$ cat src/rtl/mux2_arb_pkg.sv
// mux2_arb_pkg: shared types and constants for the two-source packet
// arbiter (mux2_arbiter) and its select datapath (mux2_datapath).
package mux2_arb_pkg;

  // Arbiter state: idle, or one source owning the output channel.
  typedef enum logic [1:0] {
    ST_IDLE   = 2'b00,
    ST_GRANT0 = 2'b01,
    ST_GRANT1 = 2'b10
  } arb_state_e;

  // Mux select encodings: which source drives the output.
  localparam logic SEL_SRC0 = 1'b0;
  localparam logic SEL_SRC1 = 1'b1;

  // The opposite source of the one given.
  function automatic logic other_sel(input logic sel);
    return (sel == SEL_SRC1) ? SEL_SRC0 : SEL_SRC1;
  endfunction

  // Grant state that gives the channel to the given source.
  function automatic arb_state_e grant_state(input logic sel);
    return (sel == SEL_SRC1) ? ST_GRANT1 : ST_GRANT0;
  endfunction

endpackage

$ cat src/rtl/mux2_arbiter_if.sv
// mux2_arbiter_if: bundle of the two source channels and the downstream
// channel around the arbiter. The slave modport is the arbiter's view;
// the master modport is the view of the sources plus the consumer.
interface mux2_arbiter_if #(
  parameter int WIDTH = 8
);

  logic             req0;
  logic             req1;
  logic [WIDTH-1:0] data0;
  logic [WIDTH-1:0] data1;
  logic             last0;
  logic             last1;
  logic             gnt0;
  logic             gnt1;
  logic             s;
  logic             y_valid;
  logic [WIDTH-1:0] y_data;
  logic             y_last;
  logic             y_ready;

  // Arbiter side: consumes requests and downstream ready, drives the rest.
  modport slave (
    input  req0, req1, data0, data1, last0, last1, y_ready,
    output gnt0, gnt1, s, y_valid, y_data, y_last
  );

  // Source/consumer side: drives requests, beats and ready.
  modport master (
    output req0, req1, data0, data1, last0, last1, y_ready,
    input  gnt0, gnt1, s, y_valid, y_data, y_last
  );

endinterface

$ cat src/rtl/mux2_datapath.sv
// mux2_datapath: purely combinational 2:1 mux of {last, data}. The select
// is owned by the arbiter; this block adds no latency.
module mux2_datapath
  import mux2_arb_pkg::*;
#(
  parameter int WIDTH = 8
) (
  input  logic           sel,
  input  logic [WIDTH:0] in0,
  input  logic [WIDTH:0] in1,
  output logic [WIDTH:0] out
);

  // Pick the {last, data} word of the selected source.
  always_comb begin
    if (sel == SEL_SRC1) begin
      out = in1;
    end else begin
      out = in0;
    end
  end

endmodule

$ cat src/rtl/mux2_arbiter.sv
// mux2_arbiter: round-robin packet arbiter in front of a shared 2:1 mux.
// One source owns the downstream valid/ready channel for a whole packet;
// ownership alternates when both sources want it, and the next packet can
// start on the cycle right after the previous last beat is accepted.
//
// Optional feature macro: MUX2ARB_BURST_LIMIT_EN
//   When defined, a beat counter forces a hand-over to the other source
//   after MAX_BURST accepted beats, as long as that source is requesting.
//   The interrupted packet resumes on its next grant.
module mux2_arbiter
  import mux2_arb_pkg::*;
#(
  parameter int WIDTH     = 8,
  parameter int MAX_BURST = 16
) (
  input  logic           clk,
  input  logic           rst,
  mux2_arbiter_if.slave  bus
);

  // A zero beat limit would make the burst feature meaningless.
  if (MAX_BURST < 1) begin : g_bad_max_burst
    $error("mux2_arbiter: MAX_BURST must be at least 1");
  end

  arb_state_e     state_r;
  arb_state_e     state_nxt_s;
  logic           ptr_r;       // source that wins a simultaneous request
  logic           ptr_nxt_s;
  logic           s_r;         // mux select, holds its value while idle
  logic           s_nxt_s;

  logic           gnt0_s;
  logic           gnt1_s;
  logic           granted_s;   // some source owns the channel
  logic           cur_src_s;   // owner of the channel while granted
  logic           cur_req_s;   // request of the owner
  logic           other_req_s; // request of the non-owner
  logic           y_valid_s;
  logic           acc_s;
  logic           end_pkt_s;
  logic           burst_hit_s;

  logic [WIDTH:0] mux_in0_s;
  logic [WIDTH:0] mux_in1_s;
  logic [WIDTH:0] mux_out_s;

  // ------------------------------------------------------------------
  // Datapath: zero-latency select of {last, data}
  // ------------------------------------------------------------------
  assign mux_in0_s = {bus.last0, bus.data0};
  assign mux_in1_s = {bus.last1, bus.data1};

  mux2_datapath #(
    .WIDTH (WIDTH)
  ) u_datapath (
    .sel (s_r),
    .in0 (mux_in0_s),
    .in1 (mux_in1_s),
    .out (mux_out_s)
  );

  // ------------------------------------------------------------------
  // Handshake decode
  // ------------------------------------------------------------------

  // Decode the current owner and the requests seen from its point of view.
  always_comb begin
    granted_s   = 1'b0;
    cur_src_s   = SEL_SRC0;
    cur_req_s   = 1'b0;
    other_req_s = 1'b0;
    case (state_r)
      ST_GRANT0: begin
        granted_s   = 1'b1;
        cur_src_s   = SEL_SRC0;
        cur_req_s   = bus.req0;
        other_req_s = bus.req1;
      end
      ST_GRANT1: begin
        granted_s   = 1'b1;
        cur_src_s   = SEL_SRC1;
        cur_req_s   = bus.req1;
        other_req_s = bus.req0;
      end
      ST_IDLE: begin
        granted_s   = 1'b0;
      end
      default: begin
        granted_s   = 1'b0;
      end
    endcase
  end

  // A beat moves when the owner presents one and the consumer takes it;
  // the packet ends on its last beat or when the burst limit cuts it.
  assign acc_s     = y_valid_s & bus.y_ready;
  assign end_pkt_s = acc_s & (mux_out_s[WIDTH] | burst_hit_s);

`ifdef MUX2ARB_BURST_LIMIT_EN
  localparam int CNT_W = $clog2(MAX_BURST + 1);

  logic [CNT_W-1:0] cnt_r;

  // Cut the grant when this accepted beat reaches the limit and the
  // other source is waiting; otherwise the owner keeps the channel.
  always_comb begin
    if (acc_s && other_req_s && (cnt_r >= CNT_W'(MAX_BURST - 1))) begin
      burst_hit_s = 1'b1;
    end else begin
      burst_hit_s = 1'b0;
    end
  end

  // Beats accepted under the current grant; restarts on any grant change
  // or packet end, saturates at the limit.
  always_ff @(posedge clk) begin
    if (rst) begin
      cnt_r <= '0;
    end else if (end_pkt_s || (state_nxt_s != state_r)) begin
      cnt_r <= '0;
    end else if (acc_s && (cnt_r != CNT_W'(MAX_BURST))) begin
      cnt_r <= cnt_r + CNT_W'(1);
    end else begin
      cnt_r <= cnt_r;
    end
  end
`else
  assign burst_hit_s = 1'b0;
`endif

  // ------------------------------------------------------------------
  // Arbitration FSM
  // ------------------------------------------------------------------

  // State register: owner, tie-break pointer and held mux select.
  always_ff @(posedge clk) begin
    if (rst) begin
      state_r <= ST_IDLE;
      ptr_r   <= SEL_SRC0;
      s_r     <= SEL_SRC0;
    end else begin
      state_r <= state_nxt_s;
      ptr_r   <= ptr_nxt_s;
      s_r     <= s_nxt_s;
    end
  end

  // Next owner: arbitrate from idle, hand over only at packet end.
  always_comb begin
    state_nxt_s = state_r;
    ptr_nxt_s   = ptr_r;
    case (state_r)
      ST_IDLE: begin
        if (bus.req0 && bus.req1) begin
          state_nxt_s = grant_state(ptr_r);
        end else if (bus.req0) begin
          state_nxt_s = ST_GRANT0;
        end else if (bus.req1) begin
          state_nxt_s = ST_GRANT1;
        end else begin
          state_nxt_s = ST_IDLE;
        end
      end
      ST_GRANT0, ST_GRANT1: begin
        if (end_pkt_s) begin
          // The other source wins the next tie whether or not it takes
          // the channel right now.
          ptr_nxt_s = other_sel(cur_src_s);
          if (other_req_s) begin
            state_nxt_s = grant_state(other_sel(cur_src_s));
          end else if (cur_req_s) begin
            state_nxt_s = grant_state(cur_src_s);
          end else begin
            state_nxt_s = ST_IDLE;
          end
        end else begin
          state_nxt_s = state_r;
        end
      end
      default: begin
        state_nxt_s = ST_IDLE;
        ptr_nxt_s   = SEL_SRC0;
      end
    endcase
  end

  // Mux select follows the next owner and holds while idle.
  always_comb begin
    case (state_nxt_s)
      ST_GRANT0: s_nxt_s = SEL_SRC0;
      ST_GRANT1: s_nxt_s = SEL_SRC1;
      ST_IDLE:   s_nxt_s = s_r;
      default:   s_nxt_s = s_r;
    endcase
  end

  // Grants and output valid decoded from the owner state.
  always_comb begin
    gnt0_s    = 1'b0;
    gnt1_s    = 1'b0;
    y_valid_s = 1'b0;
    case (state_r)
      ST_GRANT0: begin
        gnt0_s    = 1'b1;
        y_valid_s = bus.req0;
      end
      ST_GRANT1: begin
        gnt1_s    = 1'b1;
        y_valid_s = bus.req1;
      end
      ST_IDLE: begin
        y_valid_s = 1'b0;
      end
      default: begin
        y_valid_s = 1'b0;
      end
    endcase
  end

  // ------------------------------------------------------------------
  // Output drive
  // ------------------------------------------------------------------
  assign bus.gnt0    = gnt0_s;
  assign bus.gnt1    = gnt1_s;
  assign bus.s       = s_r;
  assign bus.y_valid = y_valid_s & granted_s;
  assign bus.y_data  = mux_out_s[WIDTH-1:0];
  assign bus.y_last  = mux_out_s[WIDTH];

endmodule

$ cat src/flat_wrapper.sv
// flat-port wrapper written by rule: the top's interface ports become plain ports
module mux2_arbiter_flat import mux2_arb_pkg::*;
#(
  parameter int WIDTH     = 8,
  parameter int MAX_BURST = 16
)
  (clk, rst, bus_req0, bus_req1, bus_data0, bus_data1, bus_last0, bus_last1, bus_y_ready, bus_gnt0, bus_gnt1, bus_s, bus_y_valid, bus_y_data, bus_y_last);
  mux2_arbiter_if #(.WIDTH(WIDTH)) bus_i ();
  input  logic clk;
  input  logic rst;
  input wire logic [$bits(bus_i.req0)-1:0] bus_req0;
  input wire logic [$bits(bus_i.req1)-1:0] bus_req1;
  input wire logic [$bits(bus_i.data0)-1:0] bus_data0;
  input wire logic [$bits(bus_i.data1)-1:0] bus_data1;
  input wire logic [$bits(bus_i.last0)-1:0] bus_last0;
  input wire logic [$bits(bus_i.last1)-1:0] bus_last1;
  input wire logic [$bits(bus_i.y_ready)-1:0] bus_y_ready;
  output wire logic [$bits(bus_i.gnt0)-1:0] bus_gnt0;
  output wire logic [$bits(bus_i.gnt1)-1:0] bus_gnt1;
  output wire logic [$bits(bus_i.s)-1:0] bus_s;
  output wire logic [$bits(bus_i.y_valid)-1:0] bus_y_valid;
  output wire logic [$bits(bus_i.y_data)-1:0] bus_y_data;
  output wire logic [$bits(bus_i.y_last)-1:0] bus_y_last;
  assign bus_i.req0 = bus_req0;
  assign bus_i.req1 = bus_req1;
  assign bus_i.data0 = bus_data0;
  assign bus_i.data1 = bus_data1;
  assign bus_i.last0 = bus_last0;
  assign bus_i.last1 = bus_last1;
  assign bus_i.y_ready = bus_y_ready;
  assign bus_gnt0 = bus_i.gnt0;
  assign bus_gnt1 = bus_i.gnt1;
  assign bus_s = bus_i.s;
  assign bus_y_valid = bus_i.y_valid;
  assign bus_y_data = bus_i.y_data;
  assign bus_y_last = bus_i.y_last;
  mux2_arbiter #(.WIDTH(WIDTH), .MAX_BURST(MAX_BURST)) u_core (.clk(clk), .rst(rst), .bus(bus_i));
endmodule
$ cat config.mk
export PLATFORM = sky130hd
export DESIGN_NAME = mux2_arbiter_flat
export DESIGN_NICKNAME = d
export VERILOG_FILES = /design/src/rtl/mux2_arb_pkg.sv /design/src/rtl/mux2_arbiter_if.sv /design/src/rtl/mux2_datapath.sv /design/src/rtl/mux2_arbiter.sv /design/src/flat_wrapper.sv
export SDC_FILE = /design/constraint.sdc
export NUM_CORES = 1
export LEC_CHECK = 0
export CORE_UTILIZATION = 30
export CTS_BUF_LIST = sky130_fd_sc_hd__clkbuf_16
export CTS_CLUSTER_SIZE = 20
export DETAILED_ROUTE_END_ITERATION = 10
export PLACE_DENSITY = 0.75
export SLEW_MARGIN = 20
export SYNTH_ARGS = -nofsm -noshare
export SYNTH_HDL_FRONTEND = slang
export SYNTH_SLANG_ARGS = --single-unit
$ cat constraint.sdc
create_clock -name clk -period 1.9 [get_ports clk]
set_input_delay 0.475 -clock clk [delete_from_list [all_inputs] [get_ports clk]]
set_output_delay 0.475 -clock clk [all_outputs]
set_load 0.01 [all_outputs]
==> qor.txt <==
outcome: finished with violations
failing checks: negative setup slack
synth-to-layout area growth: 133%
Net Switching: 0.187 mW
Layout Nets: 142
max cap viols: 0
starting density of the core: 32.3%
row count: 14
Sw Ratio: 25.9%
syn_nets: 84
HPWL Detailed: 1270 um
Ports: 36
critical path cell sequence: buf_12 > ha_4 > a22o_1 > buf_4 > a311o_1 > o311ai_2 > nand2b_1 > ha_1 > mux2i_1 > nor2_1
Arr. time, crit path: 2.25 ns
Mean Syn Cell Area: 9.13 sq um
PortBufs: 35
Post-DRT Antenna Nets: 0
global-route wire length before repair: 3020 um
min cycle time layout: 2.14 ns
Worst-path clk slew: 0.03 ns
CTS tree: done
wire per inst: 14.0 um
die extent in y: 42.5 um
critical path's top delay family: compound AO/OA/AOI/OAI gates
P_int: 0.537 mW
grt total ovfl: 0
Static Leak: 0.492 nW
TNS Setup: -0.269 ns
Critical Path RT: 2.01 ns
Setup Viol. Count Final: 2
Num CTS Buffers: 3
CP max stage delay: 0.36 ns
worst-path fanout max: 3
Fmax: 0.466 GHz
core area: 1520 sq um
Layout Utilization: 75.4%
min setup slack post-route: -0.244 ns
DP Cell Count: 118
largest net degree at the start of global routing: 10
GRT Total Usage: 22.3%
layout cells sized above 1: 42.3%
Seq pwr share: 14.1%
1st-iter DRT viols: 11
post-synthesis cell count: 54
area share of the largest cell type after synthesis: 18.3%
Longest Clk Path Bufs: 2
Clock power frac: 46.7%
die span in x: 42.5 um
DRT Pass-1 Iters: 4
crit path buf inv count: 2
Post-Syn Area: 493 sq um
Clock Skew: 0.00146 ns
final wirelength: 1780 um
CP max stage cell: dfxtp_4
Yosys reg bits: 4
critical path class: reg2reg
PwrDens: 630 nW/um^2
initial antenna violation count: 0
CP Capture Type: flop
vias in the first global route: 736
Critical Path Start Type: flop
max-slew violation count: 0
routability cong.: 0.870
final worst path period share: 113%
post-synth top area cell: mux2_2
overall die area: 1810 sq um
relative max-transition margin: 77.5%
library cells used by synthesis: 29
sequential share of the synthesized area: 16.2%
final hold vios: 0
fin cells: 127
root buffer selected by CTS: clkbuf_16
maximum vdd drop: 0.451 mV
clock latency on the worst-skew pair: 0.23 ns
Area contributors post-synth: mux2_2 (18%), ha_1 (18%), dfxtp_1 (16%)
vias per std cell: 5.36
DRC: 0
Vias: 681
slew of the pin with the lowest slew margin: 0.337 ns
pre-CTS WS: -0.563 ns
Worst Hold Slack: 0.514 ns
Yosys Warn Count: 0
Num Clock Sinks: 4
Comb pwr share: 39.2%
worst min path class: reg2reg
RSZ-0062 raised after global routing: true
Antenna Diode Count: 0
H-tree levels: 1
[area by class of cell]
type	instances	area, sq um
Clock inverter	1	3.75
Tap cell	16	20.0
Fill cell	106	375
Inverter	3	13.8
Multi-Input combinational cell	46	437
Clock buffer	3	75.1
Timing Repair Buffer	54	510
Sequential cell	4	88.8
[synthesized netlist by cell type]
master,number
a2111oi_0,1
a21oi_1,2
a22o_1,1
a311o_1,1
a31oi_1,1
and2_1,1
buf_6,1
dfxtp_1,4
ha_1,7
inv_1,3
mux2_2,8
mux2_4,1
mux2i_1,1
nand2_1,4
nand2b_1,2
nand3_1,2
nand4_1,1
nor2_1,1
nor2b_1,1
nor3_1,2
nor3b_1,1
nor3b_2,1
nor4_1,1
o21ai_0,1
o221a_2,1
o22ai_1,1
o311ai_1,1
o31ai_1,1
or3b_2,1
[sequential cells by signal, summed over array words and instances (netlist names)]
signal and cells:
u_core.bus.s 1, u_core.ptr_r 1, u_core.state_r 2
[logic make-up after synthesis]
group / synth area share (%)
adder cells (fa/ha/maj): 17.8
flip-flops: 16.2
AO/OA/AOI/OAI: 16.8
buffers and inverters: 4.57
multiplexers: 23.4
AND/OR/NAND/NOR: 21.3
[cells in the final DEF, fill, tap and decap left out, types with 2 or more instances in the layout]
cell / count
nand2_1: 4
nand2b_1: 2
nand3_1: 2
dfxtp_4: 2
clkdlybuf4s15_1: 9
buf_6: 4
a21oi_1: 2
clkbuf_16: 3
ha_1: 5
clkdlybuf4s50_1: 20
ha_4: 2
mux2_2: 8
dlygate4sd2_1: 4
inv_1: 2
buf_4: 16
[layer usage]
metal / vias to the layer above / global-route usage (%) / routed length, um
met5: - / 0 / 0
met3: 6 / 8.19 / 158
li1: 320 / - / -
met4: 0 / 11.9 / 48
met2: 50 / 39.1 / 893
met1: 305 / 22.8 / 678
[stage by stage]
stage          total power [mW]  area, sq um
2_1_floorplan             0.217          533
3_3_place_gp              0.360         1010
3_5_place_dp              0.365         1010
4_1_cts                   0.710         1120
5_1_grt                   0.759         1150
6_report                  0.724         1150
[worst paths after layout]
| path | end | slack [ns] | start | cells after the start |
|---|---|---|---|---|
| setup / recovery | u_core.bus.s$_SDFFE_PP0P_ | -0.24 | u_core.state_r[0]$_SDFF_PP0_ | 10 |
| hold / removal | u_core.ptr_r$_SDFFE_PP0P_ | 0.51 | u_core.ptr_r$_SDFFE_PP0P_ | 2 |
| setup reg to reg | u_core.bus.s$_SDFFE_PP0P_ | -0.24 | u_core.state_r[0]$_SDFF_PP0_ | 10 |
| hold reg to reg | u_core.ptr_r$_SDFFE_PP0P_ | 0.51 | u_core.ptr_r$_SDFFE_PP0P_ | 2 |
[power by group through the flow]
stage / Sequential (mW) / Combinational, mW / Clock (mW)
global route: 0.103 / 0.303 / 0.352
global placement: 0.103 / 0.257 / 0
finish: 0.102 / 0.284 / 0.338
CTS: 0.103 / 0.267 / 0.341
detailed placement: 0.103 / 0.262 / 0
floorplan: 0.102 / 0.115 / 0
[worst register-to-register path: stages (launching register included)]
cell,delay [ns]
dfxtp_4,0.36
buf_12,0.13
ha_4,0.15
a22o_1,0.20
buf_4,0.15
a311o_1,0.32
o311ai_2,0.09
nand2b_1,0.12
ha_1,0.30
mux2i_1,0.18
nor2_1,0.05
[timing repair]
action                                  CTS  global route
hold buffers                              0             0
endpoints found under the setup margin   12             9
resized for setup                        30             8
pin swaps                                 4             3
setup buffers                             4             2
endpoints found under the hold margin     0             0
Power figures use the tool's default switching activity.
